==> config.mk <==
export PLATFORM = sky130hd
export DESIGN_NAME = dmem_bus_ctrl
export DESIGN_NICKNAME = d
export VERILOG_FILES = /design/src/rtl/dmem_bus_pkg.sv /design/src/rtl/dmem_lane_fmt.sv /design/src/rtl/dmem_bus_ctrl.sv
export SDC_FILE = /design/constraint.sdc
export NUM_CORES = 1
export LEC_CHECK = 0
export CAP_MARGIN = 10
export CORE_MARGIN = 2
export CORE_UTILIZATION = 45
export DETAILED_ROUTE_END_ITERATION = 6
export GPL_ROUTABILITY_DRIVEN = 0
export GPL_TIMING_DRIVEN = 0
export PLACE_DENSITY = 0.91
export SETUP_SLACK_MARGIN = 0.02
export SYNTH_ARGS = -nofsm -noshare
export SYNTH_HDL_FRONTEND = slang
export SYNTH_SLANG_ARGS = --single-unit
==> constraint.sdc <==
create_clock -name clk -period 7.7 [get_ports clk]
set_clock_uncertainty 0.2 [all_clocks]
set_input_delay 1.54 -clock clk [delete_from_list [all_inputs] [get_ports clk]]
set_output_delay 1.54 -clock clk [all_outputs]
set_load 0.005 [all_outputs]
==> src/rtl/dmem_bus_pkg.sv <==
// Shared encodings for the data-memory bus controller: access sizes, FSM
// states and the wait-state counter width.
package dmem_bus_pkg;

  localparam logic [1:0] SZ_BYTE = 2'b00;
  localparam logic [1:0] SZ_HALF = 2'b01;
  localparam logic [1:0] SZ_WORD = 2'b10;

  localparam int WAIT_CW = 4;

  typedef enum logic [1:0] {
    ST_IDLE   = 2'd0,
    ST_ACCESS = 2'd1,
    ST_WAIT   = 2'd2,
    ST_ACK    = 2'd3
  } state_e;

endpackage

==> src/rtl/dmem_lane_fmt.sv <==
// Combinational lane formatting: byte enables, store-data replication,
// load-lane extraction and natural-alignment check for one access.
module dmem_lane_fmt
  import dmem_bus_pkg::*;
(
  input  logic [1:0]  size,
  input  logic [1:0]  addr_lo,
  input  logic [31:0] wdata,
  input  logic [31:0] rdata,
  output logic [3:0]  be,
  output logic [31:0] wdata_rep,
  output logic [31:0] rdata_ext,
  output logic        aligned
);

  always_comb begin
    be        = 4'b0000;
    wdata_rep = 32'b0;
    rdata_ext = 32'b0;
    aligned   = 1'b0;
    case (size)
      SZ_BYTE: begin
        aligned   = 1'b1;
        be        = 4'b0001 << addr_lo;
        wdata_rep = {4{wdata[7:0]}};
        rdata_ext = {24'b0, rdata[{addr_lo, 3'b000} +: 8]};
      end
      SZ_HALF: begin
        aligned   = ~addr_lo[0];
        be        = addr_lo[1] ? 4'b1100 : 4'b0011;
        wdata_rep = {2{wdata[15:0]}};
        rdata_ext = {16'b0, (addr_lo[1] ? rdata[31:16] : rdata[15:0])};
      end
      SZ_WORD: begin
        aligned   = (addr_lo == 2'b00);
        be        = 4'b1111;
        wdata_rep = wdata;
        rdata_ext = rdata;
      end
      // SIZE=11 is never aligned, so it is always rejected.
      default: ;
    endcase
  end

endmodule

==> src/rtl/dmem_bus_ctrl.sv <==
// Data-memory bus controller between the core data port and a single-port
// synchronous SRAM. Optional access counters are built with DMEM_STATS_EN.
module dmem_bus_ctrl
  import dmem_bus_pkg::*;
#(
  parameter int MEM_AW      = 14,
  parameter int WAIT_CYCLES = 0
) (
  input  logic              clk,
  input  logic              rst,
  input  logic              MREQ,
  input  logic              WRITE,
  input  logic [1:0]        SIZE,
  input  logic [31:0]       DAD,
  input  logic [31:0]       core_wdata,
  output logic [31:0]       core_rdata,
  output logic              ACKD_n,
  output logic              bus_err,
  output logic              mem_cs,
  output logic              mem_we,
  output logic [3:0]        mem_be,
  output logic [MEM_AW-1:0] mem_addr,
  output logic [31:0]       mem_wdata,
  input  logic [31:0]       mem_rdata,
`ifdef DMEM_STATS_EN
  input  logic              stat_clr,
  output logic [31:0]       stat_rd,
  output logic [31:0]       stat_wr,
  output logic [31:0]       stat_err,
`endif
  output logic [1:0]        dbg_state
);

  // Handshake: MREQ is sampled only in IDLE; once taken the transfer always
  // completes with exactly one ACKD_n=0 cycle (bus_err qualifies that cycle),
  // and MREQ/DAD are ignored until the controller is back in IDLE.

  state_e              state;
  logic [WAIT_CW-1:0]  wait_cnt;
  logic                req_wr;
  logic                req_err;
  logic [1:0]          req_size;
  logic [1:0]          req_lo;
  logic [MEM_AW-1:0]   req_waddr;
  logic [31:0]         req_wdata;

  logic [1:0]  fmt_size;
  logic [1:0]  fmt_lo;
  logic [3:0]  fmt_be;
  logic [31:0] fmt_wdata;
  logic [31:0] fmt_rdata;
  logic        fmt_aligned;
  logic        in_range;
  logic        req_ok;

  // The formatter checks the live request in IDLE and serves the latched one afterwards.
  assign fmt_size = (state == ST_IDLE) ? SIZE     : req_size;
  assign fmt_lo   = (state == ST_IDLE) ? DAD[1:0] : req_lo;

  dmem_lane_fmt u_fmt (
    .size      (fmt_size),
    .addr_lo   (fmt_lo),
    .wdata     (req_wdata),
    .rdata     (mem_rdata),
    .be        (fmt_be),
    .wdata_rep (fmt_wdata),
    .rdata_ext (fmt_rdata),
    .aligned   (fmt_aligned)
  );

  assign in_range = ((DAD >> (MEM_AW + 2)) == 32'd0);
  assign req_ok   = fmt_aligned & in_range;

  always_ff @(posedge clk or posedge rst) begin
    if (rst) begin
      state     <= ST_IDLE;
      ACKD_n    <= 1'b1;
      bus_err   <= 1'b0;
      mem_cs    <= 1'b0;
      mem_we    <= 1'b0;
      wait_cnt  <= '0;
      req_wr    <= 1'b0;
      req_err   <= 1'b0;
      req_size  <= SZ_BYTE;
      req_lo    <= 2'b00;
      req_waddr <= '0;
      req_wdata <= 32'b0;
    end else begin
      ACKD_n  <= 1'b1;
      bus_err <= 1'b0;
      mem_cs  <= 1'b0;
      mem_we  <= 1'b0;
      case (state)
        ST_IDLE: begin
          if (MREQ) begin
            req_wr    <= WRITE;
            req_size  <= SIZE;
            req_lo    <= DAD[1:0];
            req_waddr <= DAD[MEM_AW+1:2];
            req_wdata <= core_wdata;
            req_err   <= ~req_ok;
            if (req_ok) begin
              state  <= ST_ACCESS;
              mem_cs <= 1'b1;
              mem_we <= WRITE;
            end else begin
              state   <= ST_ACK;
              ACKD_n  <= 1'b0;
              bus_err <= 1'b1;
            end
          end
        end
        ST_ACCESS: begin
          if (WAIT_CYCLES == 0) begin
            state   <= ST_ACK;
            ACKD_n  <= 1'b0;
            bus_err <= req_err;
          end else begin
            state    <= ST_WAIT;
            wait_cnt <= WAIT_CW'(WAIT_CYCLES);
          end
        end
        ST_WAIT: begin
          wait_cnt <= wait_cnt - 1'b1;
          if (wait_cnt == WAIT_CW'(1)) begin
            state   <= ST_ACK;
            ACKD_n  <= 1'b0;
            bus_err <= req_err;
          end
        end
        ST_ACK:  state <= ST_IDLE;
        default: state <= ST_IDLE;
      endcase
    end
  end

  assign mem_be     = mem_cs ? fmt_be    : 4'b0000;
  assign mem_wdata  = mem_cs ? fmt_wdata : 32'b0;
  assign mem_addr   = req_waddr;
  // SRAM holds its read data while deselected, so the ACK cycle can use it directly.
  assign core_rdata = (state == ST_ACK && !req_wr && !req_err) ? fmt_rdata : 32'b0;
  assign dbg_state  = state;

`ifdef DMEM_STATS_EN
  always_ff @(posedge clk or posedge rst) begin
    if (rst) begin
      stat_rd  <= 32'b0;
      stat_wr  <= 32'b0;
      stat_err <= 32'b0;
    end else if (stat_clr) begin
      stat_rd  <= 32'b0;
      stat_wr  <= 32'b0;
      stat_err <= 32'b0;
    end else if (state == ST_ACK) begin
      if (req_err)     stat_err <= stat_err + 32'd1;
      else if (req_wr) stat_wr  <= stat_wr + 32'd1;
      else             stat_rd  <= stat_rd + 32'd1;
    end
  end
`endif

endmodule
==> impl_results.md, run 1 <==
* Outcome: finished, final reports clean
* Post-synth EDFFs at 0
* TritonRoute pass-1 iters at 5
* Crit path max-delay cell type: nor3_1
* CP Max Fanout at 10
* Req. time, crit path at 5960 ps
* Vias in the first global route at between 4000 and 5000
* WL per Instance at 18.6 um
* Crit Path Class: in2out
* Synthesized Nets at 504
* Core area at ~8700 um2
* Cell variety after synth at 50
* Max transition margin at 36.5%
* Clock sinks at between 60 and 70
* Total of warnings raised by yosys at 0
* Cell taking the most area after synthesis: dfrtp_1
* TNS Setup at 0 ps
* Yosys reg bits at 62
* Chip Height at 98.2 um
* Startpoint Class: input pin
* Tightest Pin Transition at 948 ps
* Total GRT Usage at a little over a quarter
* Hpwl dp at 10.0 mm
* Syn_area_per_cell at 10.1 um2
* Area Overhead vs Synth at 56.8%
* CP max stage delay at 770 ps
* CTS Hold Bufs at 0
* Width of the die at 98.2 um
* Final Core Density at slightly above 70%
* Peak Freq at 0.166 GHz
* H-tree Lvls at 3
* RSZ-0062 raised after global routing: false
* HP Class: reg2reg
* CTS tree: done
* Final Power at about 2 mW
* Synth top area cells: dfrtp_1 (38%), mux2_2 (19%), nand2_1 (4.0%)
* Root buffer cell: clkbuf_8
* Period utilization at 78.3%
* Async set-reset flop share out of synthesis at 100%
* Via-to-Cell Ratio at 5.72
* Final setup margin at roughly 1700 ps
* Antenna Nets Post-Route at 0
* Congestion Overflow GR at 0
* Main flop type after synthesis: dfrtp_1
* Power per cell area at 315 nW/um2
* Setup Fix Bufs, Post-CTS at 0
* Leak at 2.43 nW
* Nets@finish at 704
* WP data arrival at 4290 ps
* # DRC at 0
* Share of layout cells above drive strength 1 at a little under a fifth
* Setup crit end kind: primary output
* Pin count of the biggest net entering global routing at between 40 and 50
* Pins over their slew limit at 0
* Port buffer count at 188
* Cell area after layout at 6270 um2
* CP Cell Sequence: clkdlybuf4s50_1, mux2_2, nor3_1, clkbuf_1, and2_1, clkdlybuf4s50_1
* Minimum clock period at roughly 6000 ps
* Fill cell count at 652
* Synthesized area at 4000 um2
* Antenna Cells at 0
* Top Ports at between 150 and 200
* Global-route wire length before repair at 21.3 mm
* Deepest clock path buffer count at 2
* Clk slew on worst S/H paths at 60 ps
* Count of final hold-check violations at 0
* FP Rows at 34
* Cts repair resizes at 0
* CP most frequent cell: clkdlybuf4s50_1
* Initial DRC count at 183
* Peak VDD IR at 0.198 mV
* Gate Count Post-Synth at 394
* Final setup viols at 0
* Clock Latency Late Sink at 330 ps
* Placed inst area at 6030 um2
* Setup WS pre-CTS at 1730 ps
* Initial antenna violation count at 0
* Sequential fraction of the synthesis area at 38.9%
* Die area at 9650 um2
* DR vias at 4046
* Wirelength, routed at ~13 mm
* Num CTS Buffers at 9
* Initial core utilization at 46.0%
* Maxcap violations at 0
* Share of the synthesized area in the top cell type at 38.2%
[per-stage QoR]
stage | cells | hold WS (ps)
detailed placement | 691 | 297
finish | 707 | 309
floorplan | 394 | 265
global route | 707 | 319
CTS | 707 | 311
global placement | 690 | 281
[layout by cell type, fill, tap and decap left out, drive strengths merged, types with 4 or more instances in the layout]
| cell type | count |
|---|---|
| clkdlybuf4s50 | 188 |
| mux2 | 68 |
| dfrtp | 61 |
| nand2 | 43 |
| clkbuf | 24 |
| o21ai | 21 |
| and2 | 20 |
| a21boi | 16 |
| buf | 15 |
| a21oi | 13 |
| and3 | 10 |
| a31oi | 9 |
| nor2b | 9 |
| nor2 | 8 |
| a22oi | 8 |
| ha | 8 |
| nor3 | 8 |
| mux2i | 8 |
| inv | 7 |
| nor4 | 6 |
| o2111ai | 5 |
| o31ai | 4 |
| or3 | 4 |
| o21bai | 4 |
| nand3 | 4 |
[flip-flops by register name, indices dropped and copies added (netlist names)]
register / count
wait_cnt: 4
dbg_state: 2
req_size: 2
mem_we: 1
req_lo: 2
req_err: 1
req_wr: 1
req_wdata: 32
bus_err: 1
mem_addr: 14
mem_cs: 1
ACKD_n: 1
[critical path, delay by kind of cell]
kind                   cells  cell delay (ps)
and+or+nand+nor            2              970
buffers and inverters      3             1360
muxes                      1              400
[logic make-up (layout without fill, tap and decap cells)]
| group | count (synthesis) | in the layout | share of synthesized area (%) |
|---|---|---|---|
| AO/OA/AOI/OAI | 91 | 91 | 15.1 |
| XOR/XNOR | 3 | 3 | 0.658 |
| adder cells (fa/ha/maj) | 8 | 8 | 2.50 |
| buffers and inverters | 32 | 237 | 3.98 |
| flip-flops | 62 | 62 | 38.9 |
| multiplexers | 76 | 76 | 22.3 |
| AND/OR/NAND/NOR | 122 | 122 | 16.6 |
[layout make-up]
class | count | area [um2] | share of cell area, %
multi-input cells | 300 | 2280 | 36.5
clock buffers | 13 | 169 | 2.70
repair buffers | 189 | 1900 | 30.3
well taps | 108 | 135 | 2.16
clock inverters | 3 | 65.1 | 1.04
plain buffers | 25 | 133 | 2.12
flip-flops and latches | 62 | 1550 | 24.8
inverters | 7 | 26.3 | 0.419
[final timing paths]
check	endpoint	cells after the start	startpoint	slack, ps
hold reg to reg	req_wdata[31]	1	req_wdata[31]	310
setup reg to reg	req_err	8	dbg_state[0]	4860
min in group asynchronous	mem_addr[3]	2	rst	1330
max in group asynchronous	req_wdata[26]	3	rst	5400
hold / removal	req_wdata[31]	1	req_wdata[31]	310
setup / recovery	core_rdata[23]	6	SIZE[0]	1670
[routing by layer]
layer | track usage, % | vias up | wire length, um
li1 | - | 1837 | -
met5 | 0 | - | 0
met2 | 47.6 | 231 | 6470
met3 | 7.87 | 32 | 1330
met4 | 10.3 | 0 | 357
met1 | 32.4 | 1946 | 4990
[report_power, final]
part / leakage (nW) / switching, mW / internal (mW)
clock network: 0.120 / 0.123 / 0.208
logic: 1.57 / 0.512 / 0.513
registers: 0.736 / 0.128 / 0.489
total: 2.43 / 0.764 / 1.21
[synthesized netlist by cell type, types with 2 or more instances]
master / count
mux2i_4: 3
clkbuf_1: 11
nand4_1: 2
nor3_4: 2
a2111o_1: 2
o21bai_1: 4
buf_2: 10
mux2i_1: 4
nor2b_1: 9
and2_1: 20
nor4b_1: 2
nor4_1: 6
o211ai_1: 2
a22oi_1: 8
o21ai_0: 21
nand2_1: 43
nand3_1: 4
or3_1: 4
inv_1: 7
buf_4: 2
a21oi_1: 13
nor2_1: 8
a31oi_1: 9
dfrtp_1: 61
a21boi_0: 16
o31ai_1: 4
ha_1: 8
o2111ai_1: 5
nor3_1: 6
nand4b_1: 2
xor2_1: 2
mux2_2: 67
and3_1: 10
Note: power is estimated with default switching activity, not from simulation.
==> run 2, diff against run 1 <==
--- a/config.mk
+++ b/config.mk
@@ -7,11 +7,11 @@
 export LEC_CHECK = 0
 export CAP_MARGIN = 10
 export CORE_MARGIN = 2
-export CORE_UTILIZATION = 45
+export CORE_UTILIZATION = 42
 export DETAILED_ROUTE_END_ITERATION = 6
 export GPL_ROUTABILITY_DRIVEN = 0
 export GPL_TIMING_DRIVEN = 0
-export PLACE_DENSITY = 0.91
+export PLACE_DENSITY = 0.86
 export SETUP_SLACK_MARGIN = 0.02
 export SYNTH_ARGS = -nofsm -noshare
 export SYNTH_HDL_FRONTEND = slang
==> constraint.sdc (replaced) <==
create_clock -name clk -period 5.62 [get_ports clk]
set_clock_uncertainty 0.2 [all_clocks]
set_input_delay 1.124 -clock clk [delete_from_list [all_inputs] [get_ports clk]]
set_output_delay 1.124 -clock clk [all_outputs]
set_load 0.005 [all_outputs]
==> run 2 against run 1 <==
Flip-flop and latch count unchanged; highest routed layer unchanged; critical path depth unchanged; die area up 6.9%; critical path type unchanged; largest power group unchanged.
==> impl_results.md, run 2 (synthesized netlist as in run 1, its figures left out) <==
* Count of final hold-check violations at 0
* HP Class: reg2reg
* Via-to-Cell Ratio at between 5 and 6
* Initial DRC count at roughly 160
* Startpoint Class: input pin
* Antenna Cells at 0
* Crit Path Class: in2out
* Max transition margin at approximately 43%
* H-tree Lvls at 3
* Total GRT Usage at roughly a quarter
* Area Overhead vs Synth at 57.5%
* TNS Setup at 0 ps
* Setup Fix Bufs, Post-CTS at 0
* FP Rows at 35
* Clock Latency Late Sink at 330 ps
* Pins over their slew limit at 0
* Power per cell area at between 400 and 500 nW/um2
* Max reg flops at 32
* Nets@finish at 704
* Num CTS Buffers at 9
* CP max stage delay at 650 ps
* Terminus of the critical flop-to-flop path: req_err
* Peak VDD IR at between 0.2 and 0.3 mV
* Setup crit end kind: primary output
* Min-Delay Path Depth at 1
* Pin count of the biggest net entering global routing at 37
* Congestion Overflow GR at 0
* Port buffer count at 188
* Top reg by flops: req_wdata
* Most frequent cells in the layout: clkdlybuf4s50_1 (188), mux2_2 (67), dfrtp_1 (61)
* Tightest Pin Transition at roughly 850 ps
* Width of the die at 102 um
* Logic pwr share at between 50% and 60%
* RSZ-0062 raised after global routing: false
* Hpwl dp at 9.94 mm
* DR vias at just under 4000
* R2R Setup Slk at about 2700 ps
* # DRC at 0
* Placed cell count at a little over 700
* Deepest clock path buffer count at 2
* Share of layout cells above drive strength 1 at between 10% and 20%
* Wirelength, routed at 13.1 mm
* WP data arrival at 3760 ps
* Core area at 9240 um2
* Clock Power Share at 16.7%
* R2r worst-path depth at 8
* Cts repair resizes at 0
* Worst R2R Start: dbg_state[0]
* Sw Pwr at 1.04 mW
* Final setup viols at 0
* Maxcap violations at 0
* Outcome: finished, final reports clean
* Min-Delay Startpoint: wait_cnt[3]
* Most common cell after layout, fill and taps aside: clkdlybuf4s50_1
* Period utilization at 90.4%
* Peak Freq at roughly 0.20 GHz
* CP Max Fanout at 10
* Worst min-delay path endpoint: wait_cnt[3]
* Global-route wire length before repair at approximately 20 mm
* Hold WS at between 300 and 400 ps
* Seq pwr share at 31.3%
* Minimum clock period at 5080 ps
* Crit path max-delay cell type: nor3_1
* Buf/Inv on CP at 3
* Int Power at 1.66 mW
* Clock sinks at 62
* Fin cells at 728
* Sw Share at 38.5%
* Clk slew on worst S/H paths at 70 ps
* CTS tree: done
* Chip Height at 102 um
* Top Ports at 190
* Initial core utilization at 43.2%
* Delay-heaviest family, CP: buffers and inverters
* Antenna Nets Post-Route at 0
* Initial antenna violation count at 0
* WL per Instance at 18.0 um
* CP Cell Sequence: clkdlybuf4s50_1, mux2_2, nor3_1, clkbuf_1, and2_1, clkdlybuf4s50_1
* CTS Hold Bufs at 0
* CP most frequent cell: clkdlybuf4s50_1
* Root buffer cell: clkbuf_8
* Die area at 10300 um2
* Req. time, crit path at approximately 4300 ps
* Leak at 2.43 nW
* TritonRoute pass-1 iters at 4
* Vias in the first global route at 4030
==> run 2: power by group through the flow <==
| stage | registers [mW] | logic, mW | clock network, mW |
|---|---|---|---|
| 6_report | 0.844 | 1.40 | 0.451 |
| 5_1_grt | 0.866 | 1.52 | 0.481 |
| 4_1_cts | 0.839 | 1.39 | 0.462 |
| 3_5_place_dp | 0.844 | 1.38 | 0 |
| 3_3_place_gp | 0.829 | 1.33 | 0 |
| 2_1_floorplan | 0.805 | 0.935 | 0 |
==> run 2: layout make-up <==
| class | count | area [um2] |
|---|---|---|
| timing repair buffer | 189 | 1900 |
| inverter | 7 | 26.3 |
| tap | 129 | 161 |
| multi-input combinational | 300 | 2280 |
| buffer | 25 | 133 |
| fill | 717 | 2950 |
| clock buffer | 13 | 169 |
| sequential | 62 | 1550 |
| clock inverter | 3 | 65.1 |
==> run 2: worst reg2reg max path, stage by stage (launching register included) <==
cell     delay (ps)
dfrtp_1         470
inv_1           120
ha_1            240
buf_6           150
buf_8           140
nor3_1          630
nor3_1          240
nor4_1          470
nor2_1           90
==> run 2: worst max-delay path by stage <==
stage,startpoint,to,slack [ps],depth (start not counted)
after floorplan,DAD[0],core_rdata[4],2010,5
after global placement,SIZE[0],core_rdata[2],550,6
after detailed placement,SIZE[0],core_rdata[23],540,6
after CTS,SIZE[0],core_rdata[23],540,6
after global routing,SIZE[0],core_rdata[26],390,6
final,SIZE[0],core_rdata[23],540,6
==> run 2: per-stage QoR <==
stage          cell area (um2)  worst slack, ps  power, mW  util [%]
3_5_place_dp              6060              544       2.22      65.6
3_3_place_gp              6040              554       2.16      65.4
4_1_cts                   6290              543       2.70      68.1
5_1_grt                   6290              390       2.86      68.1
6_report                  6290              537       2.70      68.1
2_1_floorplan             4000             2010       1.74         -
==> run 2: layer usage <==
metal,global-route usage [%],vias to the layer above,routed length (um)
met2,42.6,198,6430
met5,0,-,0
met4,8.94,0,189
li1,-,1840,-
met3,5.73,16,1170
met1,30.8,1910,5300
